===== src/rtl/mesh_packet_buffer.sv =====
// Elastic FIFO between two mesh nodes: four-phase Req/Ack slave port in,
// four-phase Req/Ack master port out, words delivered in arrival order.
module mesh_packet_buffer #(
    parameter int unsigned DATA_WIDTH = 32,
    parameter int unsigned DEPTH      = 8
) (
    input  logic                  Clock,
    input  logic                  nReset,
    input  logic                  S_Req,
    output logic                  S_Ack,
    input  logic [DATA_WIDTH-1:0] S_Data,
    output logic                  M_Req,
    input  logic                  M_Ack,
    output logic [DATA_WIDTH-1:0] M_Data
);

    localparam int unsigned AW = $clog2(DEPTH);

    typedef enum logic {SIdle, SAck} s_state_e;
    typedef enum logic [1:0] {MIdle, MReq, MWait} m_state_e;

    s_state_e              s_state_q;
    m_state_e              m_state_q;
    logic [DATA_WIDTH-1:0] mem [DEPTH];
    logic [AW-1:0]         wptr_q;
    logic [AW-1:0]         rptr_q;
    logic [AW:0]           count_q;
    logic                  full;
    logic                  empty;
    logic                  push;
    logic                  pop;

    // Both flags come from the registered count, so a same-cycle pop never
    // frees space for that cycle's push.
    assign full  = (count_q == (AW+1)'(DEPTH));
    assign empty = (count_q == '0);
    assign push  = (s_state_q == SIdle) && S_Req && !full;
    assign pop   = (m_state_q == MReq) && M_Ack;

    always_ff @(posedge Clock) begin
        if (push) begin
            mem[wptr_q] <= S_Data;
        end
    end

    always_ff @(posedge Clock or negedge nReset) begin
        if (!nReset) begin
            s_state_q <= SIdle;
            S_Ack     <= 1'b0;
            wptr_q    <= '0;
        end else begin
            case (s_state_q)
                SIdle: begin
                    if (push) begin
                        wptr_q    <= wptr_q + AW'(1);
                        S_Ack     <= 1'b1;
                        s_state_q <= SAck;
                    end
                end
                SAck: begin
                    if (!S_Req) begin
                        S_Ack     <= 1'b0;
                        s_state_q <= SIdle;
                    end
                end
            endcase
        end
    end

    always_ff @(posedge Clock or negedge nReset) begin
        if (!nReset) begin
            m_state_q <= MIdle;
            M_Req     <= 1'b0;
            M_Data    <= '0;
            rptr_q    <= '0;
        end else begin
            case (m_state_q)
                MIdle: begin
                    if (!empty) begin
                        M_Data    <= mem[rptr_q];
                        M_Req     <= 1'b1;
                        m_state_q <= MReq;
                    end
                end
                MReq: begin
                    if (M_Ack) begin
                        rptr_q    <= rptr_q + AW'(1);
                        M_Req     <= 1'b0;
                        m_state_q <= MWait;
                    end
                end
                MWait: begin
                    if (!M_Ack) begin
                        m_state_q <= MIdle;
                    end
                end
                default: begin
                    M_Req     <= 1'b0;
                    m_state_q <= MIdle;
                end
            endcase
        end
    end

    // The offered word stays counted until the downstream acknowledges it.
    always_ff @(posedge Clock or negedge nReset) begin
        if (!nReset) begin
            count_q <= '0;
        end else begin
            case ({push, pop})
                2'b10:   count_q <= count_q + (AW+1)'(1);
                2'b01:   count_q <= count_q - (AW+1)'(1);
                default: count_q <= count_q;
            endcase
        end
    end

endmodule


===== config.mk =====
export PLATFORM = sky130hd
export DESIGN_NAME = mesh_packet_buffer
export DESIGN_NICKNAME = d
export VERILOG_FILES = /design/src/rtl/mesh_packet_buffer.sv
export SDC_FILE = /design/constraint.sdc
export NUM_CORES = 1
export LEC_CHECK = 0
export CORE_MARGIN = 2
export CORE_UTILIZATION = 50
export CTS_CLUSTER_DIAMETER = 50
export CTS_CLUSTER_SIZE = 25
export DETAILED_ROUTE_END_ITERATION = 10
export PLACE_DENSITY = 0.74
export SKIP_CTS_REPAIR_TIMING = 1
export SKIP_LAST_GASP = 1
export SYNTH_ARGS = -nofsm -noshare
export SYNTH_HDL_FRONTEND = slang
export SYNTH_SLANG_ARGS = --single-unit

===== constraint.sdc =====
create_clock -name Clock -period 4.9 [get_ports Clock]
set_input_delay 0.49 -clock Clock [delete_from_list [all_inputs] [get_ports Clock]]
set_output_delay 0.49 -clock Clock [all_outputs]
set_load 0.005 [all_outputs]

==> results of run 1 <==
[flip-flops by register name (all words and copies together) (netlist names)]
signal and cells:
M_Data 32, M_Req 1, S_Ack 1, count_q 4, m_state_q 2, mem 256, rptr_q 3, s_state_q 1
wptr_q 3
[report_power, final]
group	internal [uW]	switching, uW
combinational	1020	1230
sequential	3180	309
clock	1060	1010
[synth_stat cells]
master	instances	share of area (%)
edfxtp_1	256	65
mux2i_1	128	11
nand2_1	69	2.2
a22oi_1	64	4.1
dfrtp_1	47	10
nand3_1	32	1.4
buf_2	12	0.51
buf_6	12	1.1
nand2_2	10	0.53
clkbuf_1	9	0.29
nor2_1	9	0.29
buf_4	5	0.32
ha_1	5	0.53
xor2_1	5	0.37
nand2b_1	4	0.21
xnor2_1	4	0.30
o21ai_0	3	0.13
a21oi_1	2	0.085
and2_1	2	0.11
mux2_2	2	0.19
nor2b_1	2	0.11
nor3_1	2	0.085
a21boi_0	1	0.064
and3b_1	1	0.074
and4bb_2	1	0.11
buf_12	1	0.17
inv_1	1	0.032
inv_2	1	0.032
nor3_2	1	0.085
nor3b_1	1	0.064
nor3b_2	1	0.11
nor4_2	1	0.11
nor4b_2	1	0.13
o22ai_1	1	0.053
or3_1	1	0.053
[worst paths after layout]
path,from,to,slack (ns),depth (start not counted)
hold reg to reg,M_Data[8],M_Data[8],0.47,2
setup / recovery,count_q[1],mem[2][31],2.28,4
setup reg to reg,count_q[1],mem[2][31],2.28,4
max in group asynchronous,nReset,rptr_q[0],4.33,2
hold / removal,nReset,M_Data[0],0.06,2
min in group Clock,M_Data[8],M_Data[8],0.47,2
[layout make-up]
type / instances / area share (%)
tap: 319 / 2.929
inverter: 2 / 0.05509
clock inverter: 20 / 1.754
clock buffer: 26 / 4.619
timing repair buffer: 83 / 5.803
multi-input combinational: 353 / 19.77
sequential: 303 / 65.07
[routing by layer]
metal	routed length, microns	up-vias	global-route usage, %	share of wire, %
met2	11280	152	32.54	52
met5	0	-	0	0
met1	8899	3013	23.04	41
met3	1099	35	2.891	5.1
met4	410	0	4.892	1.9
li1	-	2818	-	-
[cells by family after synthesis]
logic type | share of synthesized area, %
AO/OA/AOI/OAI | 4.407
XOR/XNOR | 0.6690
adder cells (fa/ha/maj) | 0.5310
buffers and inverters | 2.495
flip-flops | 75.23
multiplexers | 11.07
AND/OR/NAND/NOR | 5.607
[stage by stage]
stage               instance area, sq um  hold WS (ns)  std cells
global placement                   12760        0.4614       1060
floorplan                          11780        0.1944        697
global route                       13630        0.1194       1106
finish                             13630       0.05745       1106
CTS                                13630       0.08391       1106
detailed placement                 12760        0.4623       1060
[worst max-delay path, stage by stage (launching register included)]
cell and delay (ns):
dfrtp_1 0.51, nor4b_2 0.11, nor3b_2 0.34, nand2b_1 0.31
nor2_4 0.94
==> metrics, run 1 <==
status=complete, no violations; Core ar.=23,330 sq um; overflow left after global routing=0; DRT iter0 DRCs=395; die width=157.5 microns; PwrDens=573.1 nW/um^2; vias per cell=5.441; Final ANT Viol Nets=0; leading cell type in the layout, fill and taps excluded=edfxtp_1; clock tree buffer depth=3; commonest non-fill, non-tap cells in the layout=edfxtp_1, mux2i_1, nand2_1; sequential share of the synthesized area=75.23%; Tightest Pin Transition=1.141 ns; Synthesized Nets=738; hpwl dp=12.71 mm; maximum VDD drop=0.3285 mV; share of cells above drive strength 1=11.44%; TritonCTS Buffers=25; flops & latches, synth=303; critical path start-end classification=register to register; Post-Syn Area=11,780 sq um; maxcap violations=0; syn avg cell area=16.90 sq um; CP endpoint kind=register; TNS Setup=0 ns; clock root cell=clkbuf_16; drt pass-1 iters=6; Die ar.=24,810 sq um; CTS Sinks=303; P&R area growth vs syn=15.65%; area occupied by multi-input gates=2694 sq um; final worst path period share=53.53%; Die Span Y=157.5 microns; Post-Synthesis Cells=697; Synthesis Warnings=0; clk_lat worst skew=0.56 ns; setup repair after global routing missed its margin=false; fin. max-slew vios=0; hold violation count in the final report=0; Fin Clk Skew=0.01670 ns; CP required=5.06 ns; arrival time at the worst endpoint=2.78 ns; LEAKAGE=0.004973 uW; # fillers=1,664; number of global-route vias before repair=6,328; H-tree Lvls=1; count of cell types in the netlist=35; DRC Markers=0; register area=8867 sq um; Critical Path Start Type=register; DP Worst Slack=1.896 ns; Final Setup Violations=0; final wirelength=21.69 mm; Rows=56; # diodes=0; fin util=58.40%; initial core utilization=50.50%; fmax=381.3 MHz; Max transition margin=23.75%; wire per inst=19.61 microns; Worst Hold Class=input port to async pin; TritonCTS clock tree=done; GPL Wtd Cong=0.7392; Clock transition at path regs=0.08 ns; Ports=70; final net count=809; min Tclk post-route=2.623 ns; Via Count=6,018; largest net degree at the start of global routing=55; antenna violations before repair=0; crit-path max FO=32; final worst setup slack=2.277 ns; first-pass GRT wire length=34.37 mm; Power, Total=7809 uW; Total GRT Usage=18.17%; I/O Buffers=69
No activity file was read; power rests on OpenSTA's default activity.
==> run 2: changes to the inputs <==
PLACE_DENSITY = 0.76   (was 0.74)
clock period = 2.3 ns   (was 4.9 ns; I/O delays follow)
==> run 2 against run 1 <==
Die area unchanged. Final cell count increased by 2.1%. Worst hold slack better by 0.16 ns. Combinational power up 140%. Register-to-register slack got worse by 2.1 ns. Clock power grew 110%. Clock-buffer cell count up 1. Critical path depth increased by 2. Global-route usage up 1.3 points. Non-clock buffer count increased by 23. Final area up 2.6%. Worst setup slack got worse by 2.1 ns. Critical path type unchanged. Largest cell class unchanged.
==> metrics, run 2 (synthesis results as in run 1) <==
Via Count=6,302; DRC Markers=0; Clk pwr share=25.5%; initial core utilization=50.50%; Die ar.=24,810 sq um; fmax=467.5 MHz; fin. max-slew vios=0; sw power=5621 uW; largest net degree at the start of global routing=53; maxcap violations=0; placed cell area=13,110 sq um; leading cell type in the layout, fill and taps excluded=edfxtp_1; Core ar.=23,330 sq um; status=complete, no violations; max FFs per register=256; overflow left after global routing=0; Clock transition at path regs=0.08 ns; TritonCTS clock tree=done; antenna violations before repair=0; FF-to-FF path depth=6; DP Worst Slack=0.02044 ns; hold violation count in the final report=0; Max transition margin=61.23%; hpwl dp=14.71 mm; GPL Wtd Cong=0.7348; H-tree Lvls=1; share of cells above drive strength 1=13.83%; maximum VDD drop=0.6953 mV; final wirelength=23.43 mm; Ports=70; CTS Sinks=303; LEAKAGE=0.005133 uW; Reg with most FFs=mem; R2R Path Start=count_q[2]; Rows=56; Fin Clk Skew=0.01299 ns; switch share=33.20%; setup repair after global routing missed its margin=false; vias per cell=5.582; I/O Buffers=69; critical path start-end classification=register to register; final worst path period share=93.00%; final worst setup slack=0.1611 ns; commonest non-fill, non-tap cells in the layout=edfxtp_1, mux2i_1, nand2_1; Power, Total=16,930 uW; Largest regs=mem (256), M_Data (32), count_q (4); Final Setup Violations=0; setup slack, reg-to-reg=0.16 ns; CP required=2.55 ns; min Tclk post-route=2.139 ns; Worst Hold Class=input port to async pin; Worst Setup SP=count_q[2]; final net count=832; drt pass-1 iters=5; DRT iter0 DRCs=510; post-route cell area=13,980 sq um; Logic pwr share=31.4%; CP endpoint kind=register; crit-path max FO=17; P&R area growth vs syn=18.67%; arrival time at the worst endpoint=2.39 ns; first-pass GRT wire length=36.89 mm; clock tree buffer depth=3; number of global-route vias before repair=6,545; Final ANT Viol Nets=0; PwrDens=1211 nW/um^2; # diodes=0; clock root cell=clkbuf_16; reg2reg end=mem[1][23]; register share of total power=43.1%; Die Span Y=157.5 microns; wire per inst=20.76 microns; Critical Path Start Type=register; Total GRT Usage=19.42%; Tightest Pin Transition=0.5815 ns; TritonCTS Buffers=25; Int Pwr=11,310 uW; TNS Setup=0 ns; die width=157.5 microns; clk_lat worst skew=0.54 ns
run 2: cell count changes in the layout (fill, tap and decap cells not counted), moves of 2 or more:
cell      change
clkinv_8      +4
buf_4         +9
buf_12       +13
clkinv_4      -2
nor3_4        +2
nor3_2        -2
dfrtp_2       +2
dfrtp_1       -2
run 2: layout make-up:
cell class,instances,area [sq um]
timing repair buffer,106,1129
multi-input combinational,353,2715
clock buffer,27,633.1
fill,1693,9350
clock inverter,19,229.0
inverter,2,7.507
sequential,303,8870
tap,319,399.1
run 2: worst max-delay path, cell delays in order, from the launching register on:
cell,delay (ns)
dfrtp_1,0.51
nor4b_4,0.08
nor3b_2,0.30
buf_4,0.19
nand2_1,0.23
nor3_4,0.32
buf_12,0.21
run 2: worst max-delay path by stage:
stage	cells past startpoint	to	slack [ns]
after floorplan	4	mem[7][0]	-0.51
after global placement	6	mem[1][11]	0.04
after detailed placement	6	mem[1][19]	0.02
after CTS	6	mem[1][9]	0.08
after global routing	10	count_q[2]	0.02
final	6	mem[1][23]	0.16
run 2: metrics by stage:
step,utilization (%),hold slack (ns),cells
after global placement,56.18,0.2579,1082
after detailed placement,56.18,0.2677,1082
after CTS,59.87,-0.3093,1128
final,59.93,0.2175,1129
after floorplan,-,-0.06559,697
after global routing,59.93,0.2763,1129
run 2: power groups by stage:
stage                     sequential, uW  clock, uW  combinational, uW
after detailed placement            7410          0               5360
after floorplan                     7270          0               3620
after CTS                           7290       4400               5390
final                               7290       4320               5320
after global placement              7370          0               5240
after global routing                7380       4620               5830
run 2: layer usage:
layer / up-vias / GRT usage [%] / share of wire (%)
li1: 2873 / - / -
met1: 3225 / 24.93 / 41
met2: 170 / 34.62 / 53
met3: 34 / 2.726 / 4.3
met4: 0 / 5.455 / 1.9
met5: - / 0 / 0
==> run 3: changes to the inputs <==
PLACE_DENSITY = 0.74   (was 0.76)
clock period = 2.55 ns   (was 2.3 ns; I/O delays follow)
==> run 3 against run 2 <==
Final cell count down 0.71%. Largest cell class unchanged. Die area unchanged. Clock power decreased by 11%. Largest power group unchanged. Worst setup slack better by 0.017 ns. Non-clock buffer count is 7 lower. Maximum frequency shrank 9.8%. Highest routed layer unchanged. Critical path type unchanged.
==> metrics, run 3 (synthesis results as in run 1) <==
status=complete, no violations; placed instance count=1,075; TritonCTS Buffers=25; Fin Clk Skew=0.01465 ns; hpwl dp=14.48 mm; Core ar.=23,330 sq um; GR Util met1=27.07%; Reg with most FFs=mem; wire per inst=20.82 microns; crit-path max FO=8; Rows=56; Largest regs=mem (256), M_Data (32), count_q (4); critical path start-end classification=register to register; hold violation count in the final report=0; share of cells above drive strength 1=12.72%; Die ar.=24,810 sq um; final worst path period share=93.00%; maximum VDD drop=0.6527 mV; Total GRT Usage=19.31%; Die Span Y=157.5 microns; H-tree Lvls=1; PwrDens=1097 nW/um^2; die width=157.5 microns; GPL Wtd Cong=0.7988; max FFs per register=256; FF-to-FF path depth=10; Final Setup Violations=0; Clock transition at path regs=0.07 ns; min Tclk post-route=2.371 ns; # diodes=0; Critical Path Start Type=register; non-filler cells, final=1,121; met3 usage=3.607%; commonest non-fill, non-tap cells in the layout=edfxtp_1, mux2i_1, nand2_1; # fillers=1,726; Ports=70; switch share=32.45%; CTS Sinks=303; Worst Hold Class=input port to register; I/O Buffers=69; reg2reg end=count_q[2]; final wirelength=23.34 mm; leading cell type in the layout, fill and taps excluded=edfxtp_1; TritonCTS clock tree=done; fmax=421.7 MHz; final net count=825; Final ANT Viol Nets=0; number of global-route vias before repair=6,319; largest net degree at the start of global routing=55; area occupied by multi-input gates=2723 sq um; arrival time at the worst endpoint=2.77 ns; clk_lat worst skew=0.52 ns; P&R area growth vs syn=17.88%; register share of total power=42.9%; DRT iter0 DRCs=442; WHS Path Cells=2; Int Pwr=10,290 uW; antenna violations before repair=0; Worst Setup SP=count_q[1]; Tightest Pin Transition=1.021 ns; met2 Use GR=31.90%; vias per cell=5.550; TNS Setup=0 ns; setup slack, reg-to-reg=0.18 ns; overflow left after global routing=0; clock root cell=clkbuf_16; fin. max-slew vios=0; CP required=2.95 ns; CP endpoint kind=register; first-pass GRT wire length=36.20 mm; Clk pwr share=25.2%; LEAKAGE=0.005089 uW; setup repair after global routing missed its margin=false; Max transition margin=31.94%; drt pass-1 iters=5; clock tree buffer depth=3; maxcap violations=0; register area=8867 sq um; DRC Markers=0; Via Count=6,221; sw power=4944 uW; Logic pwr share=31.9%; Power, Total=15,240 uW; initial core utilization=50.50%; CP Capture Point=count_q[2]; GRT Max-Usage Layer=met2; R2R Path Start=count_q[1]
## run 3: cell types whose count changed in the layout (fill, tap and decap cells not counted), sizes merged
cell / delta
clkbuf: +2
bufinv: +1
buf: -7
clkinv: +1
inv: -6
clkinvlp: +1
## run 3: metrics by stage
stage	cell area, sq um	hold WS (ns)	util, %	setup slack (ns)
CTS	13880	-0.09643	59.49	0.1903
detailed placement	13040	0.4597	55.88	0.08120
global placement	13040	0.4486	55.88	0.1681
finish	13890	0.3408	59.53	0.1786
floorplan	11800	-0.04059	-	-0.2832
global route	13890	0.3407	59.53	0.05753
## run 3: per-layer routing
metal	vias up	routed length, microns
met1	3130	10040
met4	0	346
met2	213	11430
li1	2853	-
met5	-	0
met3	25	1528
## run 3: power groups by stage
stage / clock network [uW] / registers, uW / logic, uW
6_report: 3840 / 6540 / 4860
5_1_grt: 4100 / 6620 / 5320
4_1_cts: 3920 / 6550 / 4900
3_5_place_dp: 0 / 6640 / 4870
3_3_place_gp: 0 / 6600 / 4740
2_1_floorplan: 0 / 6540 / 3240
## run 3: final cells by class
cell class,instances,share of cell area (%)
Inverter,2,0.05405
Clock inverter,16,1.378
Tap cell,319,2.874
Multi-Input combinational cell,353,19.60
Clock buffer,29,4.684
Timing Repair Buffer,99,7.567
Sequential cell,303,63.84
## run 3: worst min-delay path by stage
stage | start | end | slack, ns
after detailed placement | nReset | M_Data[28] | 0.46
final | S_Req | s_state_q | 0.34
after CTS | nReset | M_Data[28] | -0.1
after floorplan | nReset | M_Data[0] | -0.04
after global placement | nReset | M_Data[27] | 0.45
after global routing | S_Req | s_state_q | 0.34
## run 3: worst max-delay path: stages (launching register included)
cell,delay (ns)
dfrtp_1,0.48
nor4b_2,0.37
nor3b_2,0.12
inv_2,0.11
ha_1,0.29
xor2_1,0.10
ha_1,0.20
a21oi_1,0.18
xor2_1,0.19
nor2_1,0.07
xor2_1,0.14
